File: config.mk
export PLATFORM = sky130hd
export DESIGN_NAME = lcd_write_controller
export DESIGN_NICKNAME = d
export VERILOG_FILES = /design/src/rtl/lcd_pkg.sv /design/src/rtl/lcd_phase_timer.sv /design/src/rtl/lcd_write_controller.sv
export SDC_FILE = /design/constraint.sdc
export NUM_CORES = 1
export LEC_CHECK = 0
export BUFFER_PORTS_ARGS = -buffer_cell sky130_fd_sc_hd__buf_2
export CELL_PAD_IN_SITES_DETAIL_PLACEMENT = 0
export CELL_PAD_IN_SITES_GLOBAL_PLACEMENT = 1
export CORE_ASPECT_RATIO = 2
export CORE_UTILIZATION = 47
export DETAILED_ROUTE_END_ITERATION = 6
export PLACE_DENSITY = 0.89
export SETUP_SLACK_MARGIN = 0.2
export SLEW_MARGIN = 5
export SYNTH_ARGS = -nofsm -noshare
export SYNTH_HDL_FRONTEND = slang
export SYNTH_HIERARCHICAL = 1
export SYNTH_SLANG_ARGS = --single-unit
File: constraint.sdc
create_clock -name clk -period 4.9 [get_ports clk]
set_clock_uncertainty 0.2 [all_clocks]
set_input_delay 0.735 -clock clk [delete_from_list [all_inputs] [get_ports clk]]
set_output_delay 0.735 -clock clk [all_outputs]
set_load 0.03 [all_outputs]
File: src/rtl/lcd_pkg.sv
// Shared types, constants and helpers for the HD44780-style write controller.
package lcd_pkg;

  typedef enum logic [2:0] {
    ST_PWRUP     = 3'd0,
    ST_INIT_LOAD = 3'd1,
    ST_SETUP     = 3'd2,
    ST_PULSE     = 3'd3,
    ST_HOLD      = 3'd4,
    ST_WAIT      = 3'd5,
    ST_IDLE      = 3'd6
  } lcd_state_e;

  localparam logic [7:0] CMD_FUNC_SET = 8'h38;
  localparam logic [7:0] CMD_DISP_ON  = 8'h0C;
  localparam logic [7:0] CMD_CLEAR    = 8'h01;
  localparam logic [7:0] CMD_HOME     = 8'h02;
  localparam logic [7:0] CMD_ENTRY    = 8'h06;

  localparam int INIT_LEN = 6;

  // Power-up command sequence, written in order with RS=0.
  localparam logic [7:0] INIT_ROM [INIT_LEN] = '{
    CMD_FUNC_SET, CMD_FUNC_SET, CMD_FUNC_SET, CMD_DISP_ON, CMD_CLEAR, CMD_ENTRY
  };

  // Clear and home need the long post-write wait; everything else uses the short one.
  function automatic logic is_long_cmd(input logic rs, input logic [7:0] b);
    return !rs && ((b == CMD_CLEAR) || (b == CMD_HOME));
  endfunction

  function automatic int unsigned max2(input int unsigned a, input int unsigned b);
    return (a > b) ? a : b;
  endfunction

endpackage

File: src/rtl/lcd_phase_timer.sv
// Single down-counter shared by all phases: load N-1 on entry, phase ends at zero.
module lcd_phase_timer #(
  parameter int TW = 8
) (
  input  logic          clk,
  input  logic          reset,
  input  logic          load,
  input  logic [TW-1:0] load_val,
  output logic          zero
);

  logic [TW-1:0] cnt_q;
  logic [TW-1:0] cnt_d;

  // Next count: a load wins, otherwise count down and park at zero.
  always_comb begin
    cnt_d = cnt_q;
    if (load) begin
      cnt_d = load_val;
    end else if (cnt_q != '0) begin
      cnt_d = cnt_q - 1'b1;
    end
  end

  // Counter register.
  always_ff @(posedge clk) begin
    if (reset) begin
      cnt_q <= '0;
    end else begin
      cnt_q <= cnt_d;
    end
  end

  assign zero = (cnt_q == '0);

endmodule

File: src/rtl/lcd_write_controller.sv
// HD44780-style 8-bit LCD write controller: power-up init, then one byte per
// handshake. Handshake: a request transfers on an edge where req_valid and
// req_ready are both high; req_ready is high only in IDLE, and the requester
// holds req_* stable until that edge.
module lcd_write_controller
  import lcd_pkg::*;
#(
  parameter int unsigned PWRUP_CYC      = 750000,
  parameter int unsigned SETUP_CYC      = 4,
  parameter int unsigned EN_PULSE_CYC   = 25,
  parameter int unsigned HOLD_CYC       = 4,
  parameter int unsigned CMD_WAIT_CYC   = 2000,
  parameter int unsigned CLEAR_WAIT_CYC = 82000
) (
  input  logic       clk,
  input  logic       reset,
  input  logic       req_valid,
  input  logic       req_rs,
  input  logic [7:0] req_data,
  output logic       req_ready,
  output logic       init_done,
  output logic       LCD_ON,
  output logic       LCD_RS,
  output logic       LCD_EN,
  output logic       LCD_RW,
  output logic [7:0] LCD_DATA
);

  localparam int unsigned MAX_CYC = max2(max2(max2(PWRUP_CYC, SETUP_CYC),
                                              max2(EN_PULSE_CYC, HOLD_CYC)),
                                         max2(CMD_WAIT_CYC, CLEAR_WAIT_CYC));
  localparam int TW = $clog2(MAX_CYC + 1);

  localparam logic [TW-1:0] LD_PWRUP = TW'(PWRUP_CYC - 1);
  localparam logic [TW-1:0] LD_SETUP = TW'(SETUP_CYC - 1);
  localparam logic [TW-1:0] LD_PULSE = TW'(EN_PULSE_CYC - 1);
  localparam logic [TW-1:0] LD_HOLD  = TW'(HOLD_CYC - 1);
  localparam logic [TW-1:0] LD_CMD   = TW'(CMD_WAIT_CYC - 1);
  localparam logic [TW-1:0] LD_CLEAR = TW'(CLEAR_WAIT_CYC - 1);
  localparam logic [2:0]    IDX_LAST = 3'(INIT_LEN - 1);

  lcd_state_e    state_q, state_d;
  logic [2:0]    idx_q, idx_d;
  logic          on_q, on_d;
  logic          rs_q, rs_d;
  logic          en_q, en_d;
  logic [7:0]    data_q, data_d;
  logic          ready_q, ready_d;
  logic          done_q, done_d;
  logic          tmr_load;
  logic [TW-1:0] tmr_val;
  logic          tmr_zero;

  lcd_phase_timer #(.TW(TW)) u_timer (
    .clk      (clk),
    .reset    (reset),
    .load     (tmr_load),
    .load_val (tmr_val),
    .zero     (tmr_zero)
  );

  // Next state, next outputs and timer load for each phase.
  always_comb begin
    state_d  = state_q;
    idx_d    = idx_q;
    on_d     = on_q;
    rs_d     = rs_q;
    en_d     = en_q;
    data_d   = data_q;
    ready_d  = ready_q;
    done_d   = done_q;
    tmr_load = 1'b0;
    tmr_val  = '0;
    case (state_q)
      ST_PWRUP: begin
        // First cycle out of reset: power the panel and start the power-up delay.
        if (!on_q) begin
          on_d     = 1'b1;
          tmr_load = 1'b1;
          tmr_val  = LD_PWRUP;
        end else if (tmr_zero) begin
          state_d = ST_INIT_LOAD;
        end
      end
      ST_INIT_LOAD: begin
        rs_d     = 1'b0;
        data_d   = INIT_ROM[idx_q];
        tmr_load = 1'b1;
        tmr_val  = LD_SETUP;
        state_d  = ST_SETUP;
      end
      ST_SETUP: begin
        if (tmr_zero) begin
          en_d     = 1'b1;
          tmr_load = 1'b1;
          tmr_val  = LD_PULSE;
          state_d  = ST_PULSE;
        end
      end
      ST_PULSE: begin
        if (tmr_zero) begin
          en_d     = 1'b0;
          tmr_load = 1'b1;
          tmr_val  = LD_HOLD;
          state_d  = ST_HOLD;
        end
      end
      ST_HOLD: begin
        if (tmr_zero) begin
          tmr_load = 1'b1;
          tmr_val  = is_long_cmd(rs_q, data_q) ? LD_CLEAR : LD_CMD;
          state_d  = ST_WAIT;
        end
      end
      ST_WAIT: begin
        if (tmr_zero) begin
          if (done_q || (idx_q == IDX_LAST)) begin
            done_d  = 1'b1;
            ready_d = 1'b1;
            state_d = ST_IDLE;
          end else begin
            idx_d   = idx_q + 3'd1;
            state_d = ST_INIT_LOAD;
          end
        end
      end
      ST_IDLE: begin
        if (req_valid && ready_q) begin
          rs_d     = req_rs;
          data_d   = req_data;
          ready_d  = 1'b0;
          tmr_load = 1'b1;
          tmr_val  = LD_SETUP;
          state_d  = ST_SETUP;
        end
      end
      default: state_d = ST_PWRUP;
    endcase
  end

  // State and output registers; reset wins over every phase, so EN drops cleanly.
  always_ff @(posedge clk) begin
    if (reset) begin
      state_q <= ST_PWRUP;
      idx_q   <= 3'd0;
      on_q    <= 1'b0;
      rs_q    <= 1'b0;
      en_q    <= 1'b0;
      data_q  <= 8'h00;
      ready_q <= 1'b0;
      done_q  <= 1'b0;
    end else begin
      state_q <= state_d;
      idx_q   <= idx_d;
      on_q    <= on_d;
      rs_q    <= rs_d;
      en_q    <= en_d;
      data_q  <= data_d;
      ready_q <= ready_d;
      done_q  <= done_d;
    end
  end

  assign req_ready = ready_q;
  assign init_done = done_q;
  assign LCD_ON    = on_q;
  assign LCD_RS    = rs_q;
  assign LCD_EN    = en_q;
  assign LCD_RW    = 1'b0;
  assign LCD_DATA  = data_q;

endmodule

* Word-level counts from Yosys, hierarchy flattened
Memory sizes are Yosys's and may differ from the RTL's.
Cells that the tools add are included.
Widths: inputs -> output; s select.
** Word-level totals
- Bits in registers :: 39
- Bits in read-only memories :: 64
- Input bits :: 12
- Output and inout port bits :: 14
- Logic and storage cells :: 86
- Memories :: 1
** Memory list
- (name not given) :: words 8, bits a word 8, rd ports 1, clocked after Yosys merged registers in 0, wr ports 0, RTL line lcd_write_controller.sv:87 : data_d = INIT_ROM[idx_q];
** Operators by class
- $add $sub $neg :: 2
- Order comparisons :: 1
- Eq/ne operators :: 17
- Multiplexer cells :: 35
- Bitwise operators :: 2
- Reduce and logical (&&, ||, !) cells :: 19
** Operators by type and width (number)
- $pmux 20 s6 :: 1
- $mux 20 :: 3
- $mux 17 :: 2
- $mux 3 :: 8
- $mux 8 :: 3
- $pmux 3 s7 :: 1
- $logic_not 20->1 :: 1
- $reduce_bool 20->1 :: 1
- $sub 20x1->20 const B :: 1
- $ne 2x2->1 const B :: 8
- $pmux 8 s2 :: 1
- $eq 3x3->1 const B :: 4
- $mux 1 :: 9
- $reduce_and 3->1 :: 3
- $eq 8x1->1 const B :: 1
- $eq 8x2->1 const B :: 1
- $reduce_bool 2->1 :: 4
- $reduce_and 7->1 :: 1
- $eq 3x2->1 const B :: 2
- $pmux 1 s2 :: 3
- $mux 5 :: 1
- $ge 4x4->1 const B :: 1
- $mux 2 :: 2
- $not 3->4 :: 1
- 11 further kinds :: 13

* Longest topological paths before layout
Gate-level depths: netlist of run 1.
- Depth after elaboration :: 7
- Mapped depth :: 15
- Mapped depth without buffers :: 12

* Modules after synthesis
Netlist of run 1, hierarchy kept.
** By module, submodules not included
- lcd_write_controller :: instances 1, cells each 130, area an instance 1094.8 um2, sequential area each 380.4 um2
- lcd_phase_timer :: instances 1, cells each 122, area an instance 1081.0 um2, sequential area each 400.4 um2

* Worst setup path after synthesis of run 1
OpenSTA, ideal clock, no wires.
- Path type :: register to register
- Start :: register u_timer.cnt_q[0]
- End :: register u_timer.cnt_q[17]
- Library setup time :: 0.067 ns
- Arrival time :: 2.908 ns
- Required time :: 4.633 ns
- Setup slack :: 1.726 ns
- Cell stages (with the launch flop) :: 16
- Buffers on the path :: 3
- Period minus slack after synthesis :: 3.174 ns
- Path through :: dfxtp_1 > inv_1 > ha_1 > or4b_2 > nor4_2 > and2b_1 > buf_4 > nand2_1 > a21boi_0 > nor2_1 > nand2_1 > nor2b_1 > clkbuf_1 > clkbuf_1 > nand2_1 > o21ai_2
** On the way
- Longest elaborated chain between the ends :: 4
- Elaborated cells on any way between the ends :: 8
- Those cells by class :: 1 x add/sub; 4 x mux; 3 x reduce/logical
** RTL lines
- start: declaration :: RTL line lcd_phase_timer.sv:12 : logic [TW-1:0] cnt_q;
- start signal: assignment :: RTL line lcd_phase_timer.sv:30 : cnt_q <= cnt_d;
- $logic_not 20->1 * :: RTL line lcd_phase_timer.sv:34 : assign zero = (cnt_q == '0);
- via tmr_zero :: RTL line lcd_write_controller.sv:52 : logic tmr_zero;
- $mux 1 * :: RTL line lcd_write_controller.sv:93, lcd_write_controller.sv:101, lcd_write_controller.sv:109
- $pmux 1 s4 * :: RTL line lcd_write_controller.sv:74 : case (state_q)
- via tmr_load :: RTL line lcd_write_controller.sv:50 : logic tmr_load;
- $mux 20 / $reduce_bool 2->1 (equally long branches)
The timed path passes the listed nets; every way through them passes the cells marked *. The select of a mux whose other input is x is not followed.
A chain may end at the register's enable or synchronous reset.

* Worst setup path after layout of run 1
- Start :: register u_timer.cnt_q[0]
- End :: register u_timer.cnt_q[8]
The elaborated chain is that of the path after synthesis.

==> run_results.csv, run 1 <==
group,metric,value,unit
routing,ant_nets,0,
clocking,cts_resized,0,
global_routing,grt-ovfl-total,0,
placed_design,gp_congestion,0.825,
timing,slew_headroom,41.3,%
critical_path,cp-end-kind,"register",
final_layout,antenna_cells,0,
floorplanning,start_util,49.7,%
routing,drc,0,
global_routing,grt_pass1_vias,1699,
clocking,clk_pin_slew,0.08,ns
critical_path,critPathMaxFanout,14,
final_layout,nFillCells,424,
clocking,htreeDepth,2,
timing,finalCriticalPeriod,3.47,ns
final_layout,final_common_cell,"dfxtp_1",
final_layout,mostFrequentLayoutCells,"dfxtp_1 (39), nor2_1 (30), nand2_1 (29)",
critical_path,required,4.88,ns
timing,timing.hold.ws,0.297,ns
critical_path,cp_data_arrival_time,3.44,ns
logic_synthesis,synth_cells,252,
clocking,cts_tree,"done",
routing,drt-wirelength-per-cell,14.0,um
final_layout,finalNetCount,292,
critical_path,r2r_cells,12,
logic_synthesis,synth_warnings,6,
floorplanning,io_pins,26,
clocking,numCtsBuffers,5,
logic_synthesis,ys_ff_latch,39,
clocking,clk-insertion-delay-late,0.29,ns
floorplanning,rows,34,
placed_design,dpl.hpwl,3490,um
status,status,"completed",
global_routing,grt_pass1_wl,7600,um
floorplanning,core_region_area,0.00438,mm^2
final_layout,multiInputGateArea,0.00128,mm^2
global_routing,grt_antenna_before_repair,0,
routing,vias,1786,
job,cap_viol_max_count,0,
placed_design,io_buffers,24,
logic_synthesis,synth_top_cell_area_share,35.9,%
global_routing,grt_max_degree,27,
final_layout,regArea,781,um^2
final_layout,area_growth_syn_to_layout,9.37,%
timing,period_share,70.7,%
routing,vias_per_cell,5.41,
critical_path,cp_slowest_cell,"or4b_2",
critical_path,critPathMaxStageDelay,0.60,ns
timing,worst_pin_slew,0.874,ns
critical_path,rrSetupSlack,1.43,ns
routing,drt_iter0_drc,29,
timing,rsz0062_at_grt,"no",
timing,maxSlewViolCount,0,
critical_path,path_cells,"inv_1 > ha_1 > or4b_2 > nor4_2 > and2b_1 > nand2_1 > a21boi_0 > nor2_1 > nand2_1 > nor2_1 > or2b_4 > o21ai_0",
critical_path,crit_type,"reg2reg",
clocking,post_cts.repair.setup_buffers,0,
clocking,clock_sinks,39,
logic_synthesis,synth-seq-area-share,35.9,%
floorplanning,fp.dieH,98.2,um
logic_synthesis,ys_top_cells_by_area,"dfxtp_1 (36%), xnor2_1 (6.4%), nor2_1 (5.2%)",
global_routing,track_usage,20.2,%
logic_synthesis,synth_largest_area_cell,"dfxtp_1",
logic_synthesis,synth_cell_types,54,
critical_path,r2r-end,"u_timer/cnt_q[8]",
logic_synthesis,avgSynthCellArea,8.63,um^2
min_path,worstHoldPathType,"reg2reg",
clocking,clockRootBuffer,"clkbuf_8",
timing,fmaxAchievable,0.289,GHz
clocking,cts_buffer_depth,2,
timing,setup_viol,0,
timing,final_hold_viol_count,0,
power_and_ir_drop,powerDensity,591,mW/mm^2
routing,drt_wl_total,4630,um
routing,drt-pass1-iter-count,4,
timing,tns,0,ns
floorplanning,die_area,0.00492,mm^2
power_and_ir_drop,p_leak,0.968,nW
critical_path,r2r-start,"u_timer/cnt_q[0]",
final_layout,drive_gt1_share,20.7,%
floorplanning,dieWidth,50.1,um
clocking,postCtsHoldBufs,0,
logic_synthesis,synth_area,0.00218,mm^2
critical_path,start_kind,"register",
critical_path,endpoint,"u_timer/cnt_q[8]",
critical_path,critPathLaunch,"u_timer/cnt_q[0]",
power_and_ir_drop,ir_drop,0.314,mV
## synth_stat cells, drive strengths merged
| master | number |
|---|---|
| dfxtp | 39 |
| nor2 | 31 |
| nand2 | 29 |
| o21ai | 16 |
| xnor2 | 16 |
| a21oi | 11 |
| nor3 | 11 |
| buf | 9 |
| inv | 8 |
| mux2i | 7 |
| nor4 | 7 |
| or3 | 7 |
| and2 | 5 |
| ha | 5 |
| or2 | 5 |
| a311oi | 4 |
| nand3 | 4 |
| xor2 | 4 |
| a22o | 3 |
| clkbuf | 3 |
| mux2 | 3 |
| a211o | 2 |
| a211oi | 2 |
| nand3b | 2 |
| o21bai | 2 |
| or4 | 2 |
| a21boi | 1 |
| a21o | 1 |
| a2bb2oi | 1 |
| and2b | 1 |
| and3b | 1 |
| conb | 1 |
| nand2b | 1 |
| nand4 | 1 |
| nand4b | 1 |
| nor2b | 1 |
| nor3b | 1 |
| o31ai | 1 |
| o32a | 1 |
| or2b | 1 |
| or4b | 1 |
## metal layers
metal	part of all wire [%]	routed length [um]	vias up	GRT usage, %
met5	0	0	-	0
met4	3.0	138	0	9.23
met3	2.5	117	13	3.58
met2	57	2620	34	39.1
met1	38	1750	821	19.3
li1	-	-	918	-
## sequential cells by signal (all words and copies together), names as in the netlist
name / flops
LCD_DATA: 8
init_done: 1
state_q: 3
LCD_EN: 1
req_ready: 1
u_timer/cnt_q: 20
LCD_ON: 1
LCD_RS: 1
idx_q: 3
## area by class of cell
class                           instances  area share (%)
Timing Repair Buffer                   25            5.36
Sequential cell                        39            32.8
Inverter                                8            1.26
Tap cell                               54            2.84
Clock inverter                          3           0.841
Multi-Input combinational cell        196            54.0
Clock buffer                            5            2.89
## report_power, final
| group | internal, mW | total (mW) | switching [mW] |
|---|---|---|---|
| combinational | 0.294 | 0.683 | 0.389 |
| clock | 0.0991 | 0.219 | 0.120 |
| sequential | 0.406 | 0.505 | 0.0983 |
| total | 0.799 | 1.41 | 0.607 |
## critical path, delay by kind of cell, from the launching register on
| family | cells | cell delay [ns] |
|---|---|---|
| fa+ha+maj | 1 | 0.14 |
| compound gates | 2 | 0.43 |
| buf+inv | 1 | 0.09 |
| flops | 1 | 0.34 |
| simple gates | 8 | 2.16 |
## through the flow
step	std cells	cell area (um^2)	util, %	setup WS, ns	power (mW)
after floorplan	255	2190	-	1.73	1.06
after global placement	322	2290	52.3	1.63	1.19
after detailed placement	322	2290	52.3	1.48	1.19
after CTS	330	2380	54.3	1.48	1.41
after global routing	330	2380	54.3	1.19	1.51
final	330	2380	54.3	1.43	1.41
## logic make-up (layout without fill, tap and decap cells)
kind of cell             after synthesis  in the layout  synth area share (%)
AND/OR/NAND/NOR                      112            112                  27.1
AO/OA/AOI/OAI                         45             45                  15.6
buffers and inverters                 20             41                  5.58
other                                  1              4                 0.172
flip-flops                            39             39                  35.9
adder cells (fa/ha/maj)                5              5                  2.88
multiplexers                          10             10                  4.77
XOR/XNOR                              20             20                  8.05
## how the worst min path moves through the flow
stage                     startpoint         to  slack, ns  cells past startpoint
after floorplan             idx_q[1]   idx_q[1]       0.29                      2
after global placement        LCD_ON     LCD_ON       0.27                      2
after detailed placement      LCD_EN     LCD_EN       0.28                      2
after CTS                     LCD_EN     LCD_EN       0.30                      2
after global routing       init_done  init_done       0.33                      2
final                         LCD_EN     LCD_EN       0.30                      2
Power figures use the tool's default switching activity.
==> run 2, diff against run 1 <==
ABC_AREA = 1   (was unset)
CORE_UTILIZATION = 42   (was 47)
PLACE_DENSITY = 0.84   (was 0.89)
clock period = 3.6 ns   (was 4.9 ns; I/O delays follow)
==> run_results.csv, run 2 <==
group,metric,value,unit
power_and_ir_drop,p_clk_share,19.4,%
critical_path,rrSetupSlack,1.05,ns
job,cap_viol_max_count,0,
floorplanning,dieWidth,56.3,um
timing,period_share,70.9,%
routing,drt_wl_total,6020,um
critical_path,critPathMaxStageDelay,0.31,ns
logic_synthesis,ys_top_cells_by_area,"dfxtp_1 (32%), nand2_1 (13%), nor2_1 (7.1%)",
power_and_ir_drop,p_leak,1.25,nW
logic_synthesis,synth_largest_area_cell,"dfxtp_1",
floorplanning,rows,39,
placed_design,place_ws,1.04,ns
global_routing,grt-ovfl-total,0,
routing,drc,0,
critical_path,r2r_cells,15,
clocking,numCtsBuffers,5,
timing,setup_viol,0,
global_routing,grt_antenna_before_repair,0,
timing,final_hold_viol_count,0,
clocking,postCtsHoldBufs,0,
min_path,whs_endpoint,"LCD_EN",
critical_path,r2r-end,"u_timer/cnt_q[12]",
timing,fmaxAchievable,0.392,GHz
global_routing,grt_pass1_wl,10300,um
routing,vias_per_cell,5.06,
floorplanning,die_area,0.00622,mm^2
logic_synthesis,ys_async_sr_fraction,0,%
final_layout,regMostFlops,"u_timer/cnt_q",
placed_design,dp.cells,436,
global_routing,track_usage,21.3,%
final_layout,final_cells,444,
final_layout,antenna_cells,0,
final_layout,area_growth_syn_to_layout,11.9,%
critical_path,r2r-start,"u_timer/cnt_q[0]",
clocking,clockRootBuffer,"clkbuf_16",
logic_synthesis,netlist_top_cells_count,"nand2_1 (88), nor2_1 (47), dfxtp_1 (39), inv_1 (30), a21oi_1 (22)",
logic_synthesis,synth_most_common_cell,"nand2_1",
clocking,cts_resized,0,
placed_design,gp_congestion,0.890,
min_path,hold_start,"LCD_EN",
min_path,worstHoldPathType,"reg2reg",
timing,maxSlewViolCount,0,
timing,finalCriticalPeriod,2.55,ns
final_layout,nFillCells,613,
routing,ant_nets,0,
final_layout,largest_reg_flops,20,
logic_synthesis,synth_cells,358,
logic_synthesis,avgSynthCellArea,6.91,um^2
final_layout,mostFrequentLayoutCells,"nand2_1 (88), nor2_1 (47), dfxtp_1 (39)",
placed_design,io_buffers,24,
power_and_ir_drop,netSwitchingPower,1.14,mW
critical_path,required,3.56,ns
critical_path,cp_slowest_cell,"dfxtp_1",
power_and_ir_drop,seq_power_share,27.0,%
global_routing,grt_max_degree,27,
critical_path,crit_type,"reg2reg",
routing,drt-pass1-iter-count,4,
min_path,hold-path-cell-count,2,
routing,vias,2247,
power_and_ir_drop,p_sw_share,47.0,%
clocking,post_cts.repair.setup_buffers,0,
routing,drt_iter0_drc,67,
critical_path,path_common_cell,"inv_1",
final_layout,finalNetCount,399,
power_and_ir_drop,power.internal,1.29,mW
logic_synthesis,synth_cell_types,32,
global_routing,grt_pass1_vias,2274,
clocking,cts_tree,"done",
critical_path,start_kind,"register",
logic_synthesis,synth_edf_count,0,
logic_synthesis,synth_area,0.00247,mm^2
logic_synthesis,ys_ff_latch,39,
floorplanning,fp.dieH,111,um
clocking,cts_buffer_depth,2,
timing,rsz0062_at_grt,"no",
power_and_ir_drop,power_frac_comb,53.6,%
critical_path,cp-end-kind,"register",
critical_path,cp_top_family,"simple AND/OR/NAND/NOR gates",
final_layout,final_common_cell,"nand2_1",
timing,timing.hold.ws,0.268,ns
timing,layout_setup_ws,1.05,ns
clocking,clk_pin_slew,0.06,ns
final_layout,drive_gt1_share,23.0,%
clocking,clock_sinks,39,
logic_synthesis,yosys_most_used_dff,"dfxtp_1",
power_and_ir_drop,power,2.44,mW
critical_path,critPathMaxFanout,16,
critical_path,crit_buf_inv,5,
floorplanning,core_region_area,0.00571,mm^2
power_and_ir_drop,ir_drop,0.453,mV
status,status,"completed",
critical_path,cp_data_arrival_time,2.52,ns
clocking,clk-insertion-delay-late,0.28,ns
timing,tns,0,ns
clocking,htreeDepth,2,
logic_synthesis,synth_top_cell_area_share,31.6,%
power_and_ir_drop,powerDensity,880,mW/mm^2
logic_synthesis,synth-seq-area-share,31.6,%
floorplanning,io_pins,26,
logic_synthesis,synth_warnings,6,
critical_path,path_cells,"inv_1 > ha_1 > nand2_2 > nor2_4 > nand3_4 > inv_1 > nand3_1 > nor2_1 > inv_1 > nand4_1 > inv_1 > nand2_4 > inv_4 > nand2_1 > a21oi_2",
routing,drt-wirelength-per-cell,13.6,um
floorplanning,start_util,43.3,%
placed_design,dpl.hpwl,4750,um
==> run 2: tightest hold or removal path, delay by kind of cell, from the launching register on <==
family / cells / cell delay (ns)
DFF: 1 / 0.31
and+or+nand+nor: 1 / 0.06
AOI/OAI and AO/OA: 1 / 0.05
==> run 2: area by class of cell <==
type	instances	area [um^2]	share of cell area [%]
clock buffers	7	153	5.52
clock inverters	1	7.51	0.271
inverters	34	130	4.70
multi-input cells	276	1480	53.6
flip-flops and latches	39	781	28.2
well taps	61	76.3	2.76
repair buffers	26	135	4.88
==> run 2: cell families after synthesis <==
logic type,synth area share (%)
AOI/OAI and AO/OA,12.7
xor gates and xnor gates,4.96
other,0.152
buffers and inverters,8.86
and+or+nand+nor,39.2
DFF,31.6
adders and majority gates,2.53
==> run 2: metal layers <==
metal	up-vias	part of all wire [%]	routed length, um	global-route usage [%]
met5	-	0	0	0
met4	0	3.7	222	11.2
met3	13	1.8	111	2.46
met2	36	60	3610	43.8
met1	1026	35	2080	18.6
li1	1172	-	-	-
==> run 2: how the worst max path moves through the flow <==
stage	slack [ns]	from	cells past startpoint	end
floorplan	1.25	u_timer/cnt_q[0]	14	u_timer/cnt_q[17]
global placement	1.05	u_timer/cnt_q[0]	13	u_timer/cnt_q[16]
detailed placement	1.04	u_timer/cnt_q[0]	15	u_timer/cnt_q[12]
CTS	1.02	u_timer/cnt_q[0]	15	u_timer/cnt_q[12]
global route	0.75	u_timer/cnt_q[11]	13	u_timer/cnt_q[0]
finish	1.05	u_timer/cnt_q[0]	15	u_timer/cnt_q[12]
==> run 2: per-stage QoR <==
stage          util [%]  area (um^2)
2_1_floorplan         -         2480
6_report           48.5         2770
5_1_grt            48.5         2770
4_1_cts            48.5         2770
3_5_place_dp       45.6         2610
3_3_place_gp       45.6         2610
==> run 2: power by group through the flow <==
stage	Combinational [mW]	Clock, mW	Sequential (mW)
final	1.30	0.473	0.658
after global routing	1.47	0.500	0.671
after CTS	1.31	0.487	0.659
after detailed placement	1.30	0	0.668
after global placement	1.30	0	0.663
after floorplan	1.08	0	0.656
==> run 3, diff against run 2 <==
ABC_AREA = 0   (was 1)
CORE_UTILIZATION = 39   (was 42)
PLACE_DENSITY = 0.8   (was 0.84)
clock period = 2.2 ns   (was 3.6 ns; I/O delays follow)
==> run_results.csv, run 3 (same netlist as run 1, synthesis figures left out) <==
group,metric,value,unit
status,status,"complete, but fails checks",
status,failed_checks,"setup timing",
timing,slew_headroom,64.5,%
floorplanning,core_region_area,0.00537,mm^2
floorplanning,die_area,0.00590,mm^2
placed_design,io_buffers,24,
clocking,htreeDepth,2,
final_layout,multiInputGateArea,0.00137,mm^2
global_routing,grt_antenna_before_repair,0,
routing,drt_wl_total,5330,um
final_layout,regArea,782,um^2
timing,maxSlewViolCount,0,
timing,timing.hold.ws,0.0890,ns
placed_design,dpl.hpwl,3940,um
routing,drt-wirelength-per-cell,13.8,um
critical_path,cp_slowest_cell,"or4_4",
power_and_ir_drop,ir_drop,0.791,mV
floorplanning,rows,38,
timing,rsz0062_at_grt,"yes",
critical_path,start_kind,"register",
timing,fmaxAchievable,0.395,GHz
critical_path,critPathMaxStageDelay,0.56,ns
floorplanning,dieWidth,54.8,um
power_and_ir_drop,p_leak,1.24,nW
timing,final_hold_viol_count,0,
final_layout,regMostFlops,"u_timer/cnt_q",
final_layout,antenna_cells,0,
final_layout,drive_gt1_share,37.4,%
timing,period_share,115,%
clocking,clockRootBuffer,"clkbuf_8",
routing,drt-pass1-iter-count,4,
floorplanning,fp.dieH,108,um
placed_design,dp.cells,370,
global_routing,grt_pass1_vias,1995,
placed_design,placedInstanceArea,0.00264,mm^2
floorplanning,io_pins,26,
final_layout,final_common_cell,"buf_4",
global_routing,grt_max_degree,27,
routing,drc,0,
routing,ant_nets,0,
critical_path,cp-end-kind,"register",
timing,finalCriticalPeriod,2.53,ns
critical_path,path_cells,"or4_4 > nor4_4 > and2b_2 > nand2_2 > a21boi_2 > nor2_2 > nand2_2 > nor2_4 > or2b_4 > o21ai_1",
final_layout,final_cells,386,
clocking,cts_buffer_depth,2,
final_layout,largest_reg_flops,20,
critical_path,required,2.20,ns
floorplanning,start_util,40.5,%
final_layout,finalNetCount,342,
global_routing,grt_pass1_wl,8910,um
timing,worst_pin_slew,0.532,ns
critical_path,crit_type,"reg2reg",
routing,vias,1987,
critical_path,r2r_cells,10,
min_path,worstHoldPathType,"in2reg",
final_layout,nFillCells,549,
global_routing,grt-ovfl-total,0,
critical_path,cp_data_arrival_time,2.53,ns
final_layout,stdcell_area,0.00284,mm^2
job,cap_viol_max_count,0,
clocking,numCtsBuffers,5,
final_layout,fin_util,52.9,%
final_layout,area_growth_syn_to_layout,30.6,%
critical_path,critPathMaxFanout,7,
timing,setup_viol,29,
clocking,clk-insertion-delay-late,0.30,ns
routing,drt_iter0_drc,28,
placed_design,gp_congestion,0.839,
final_layout,mostFrequentLayoutCells,"buf_4 (48), dfxtp_1 (38), nor2_1 (26)",
clocking,cts_tree,"done",
min_path,hold-path-cell-count,3,
timing,layout_setup_ws,-0.330,ns
critical_path,path_common_cell,"nand2_2",
clocking,clock_sinks,39,
power_and_ir_drop,power,3.76,mW
global_routing,track_usage,21.1,%
routing,vias_per_cell,5.15,
power_and_ir_drop,powerDensity,1320,mW/mm^2
clocking,clk_pin_slew,0.07,ns
==> run 3: layer usage <==
| layer | up-vias | track usage [%] | wire [um] |
|---|---|---|---|
| li1 | 1014 | - | - |
| met2 | 25 | 38.1 | 3130 |
| met3 | 18 | 4.38 | 98 |
| met5 | - | 0 | 0 |
| met1 | 930 | 19.5 | 1830 |
| met4 | 0 | 13.6 | 265 |
==> run 3: metrics by stage <==
| step | setup WS [ns] | TNS (ns) |
|---|---|---|
| after floorplan | -0.506 | -8.39 |
| after global placement | -0.442 | -9.87 |
| after detailed placement | -0.527 | -11.34 |
| after CTS | -0.297 | -6.94 |
| after global routing | -0.473 | -11.42 |
| final | -0.330 | -7.68 |
==> run 3: what timing repair did <==
| item | CTS | global route |
|---|---|---|
| pin swaps | 6 | 12 |
| gates cloned | 1 | 1 |
| setup endpoints to repair | 29 | 29 |
| resized for setup | 13 | 9 |
| hold buffers | 0 | 0 |
| setup buffers | 4 | 2 |
==> run 3: power breakdown <==
part           total (mW)  switching, mW  internal, mW  leakage, nW
Combinational        2.24           1.12          1.12        0.880
Clock               0.480          0.257         0.223       0.0422
Sequential           1.05          0.141         0.906        0.319
Total                3.76           1.52          2.25         1.24
==> run 3: path summary, 6_finish.rpt <==
kind	start	end	slack, ns
worst max register to register	u_timer/cnt_q[13]	u_timer/cnt_q[9]	-0.33
worst min-delay path	req_data[1]	LCD_DATA[1]	0.09
worst max-delay path	u_timer/cnt_q[13]	u_timer/cnt_q[9]	-0.33
worst min register to register	LCD_ON	LCD_ON	0.30
==> run 3: cell type report <==
cell class / instances / share of cell area [%]
clock buffers: 7 / 2.68
flip-flops and latches: 39 / 27.5
clock inverters: 1 / 0.176
well taps: 60 / 2.64
multi-input cells: 197 / 48.2
inverters: 8 / 1.06
repair buffers: 74 / 17.7
==> run 3: worst max-delay path: cells and delay by family (launching register included) <==
kind             cells  cell delay, ns
AO/OA/AOI/OAI        2            0.26
flip-flops           1            0.31
AND/OR/NAND/NOR      8            1.65
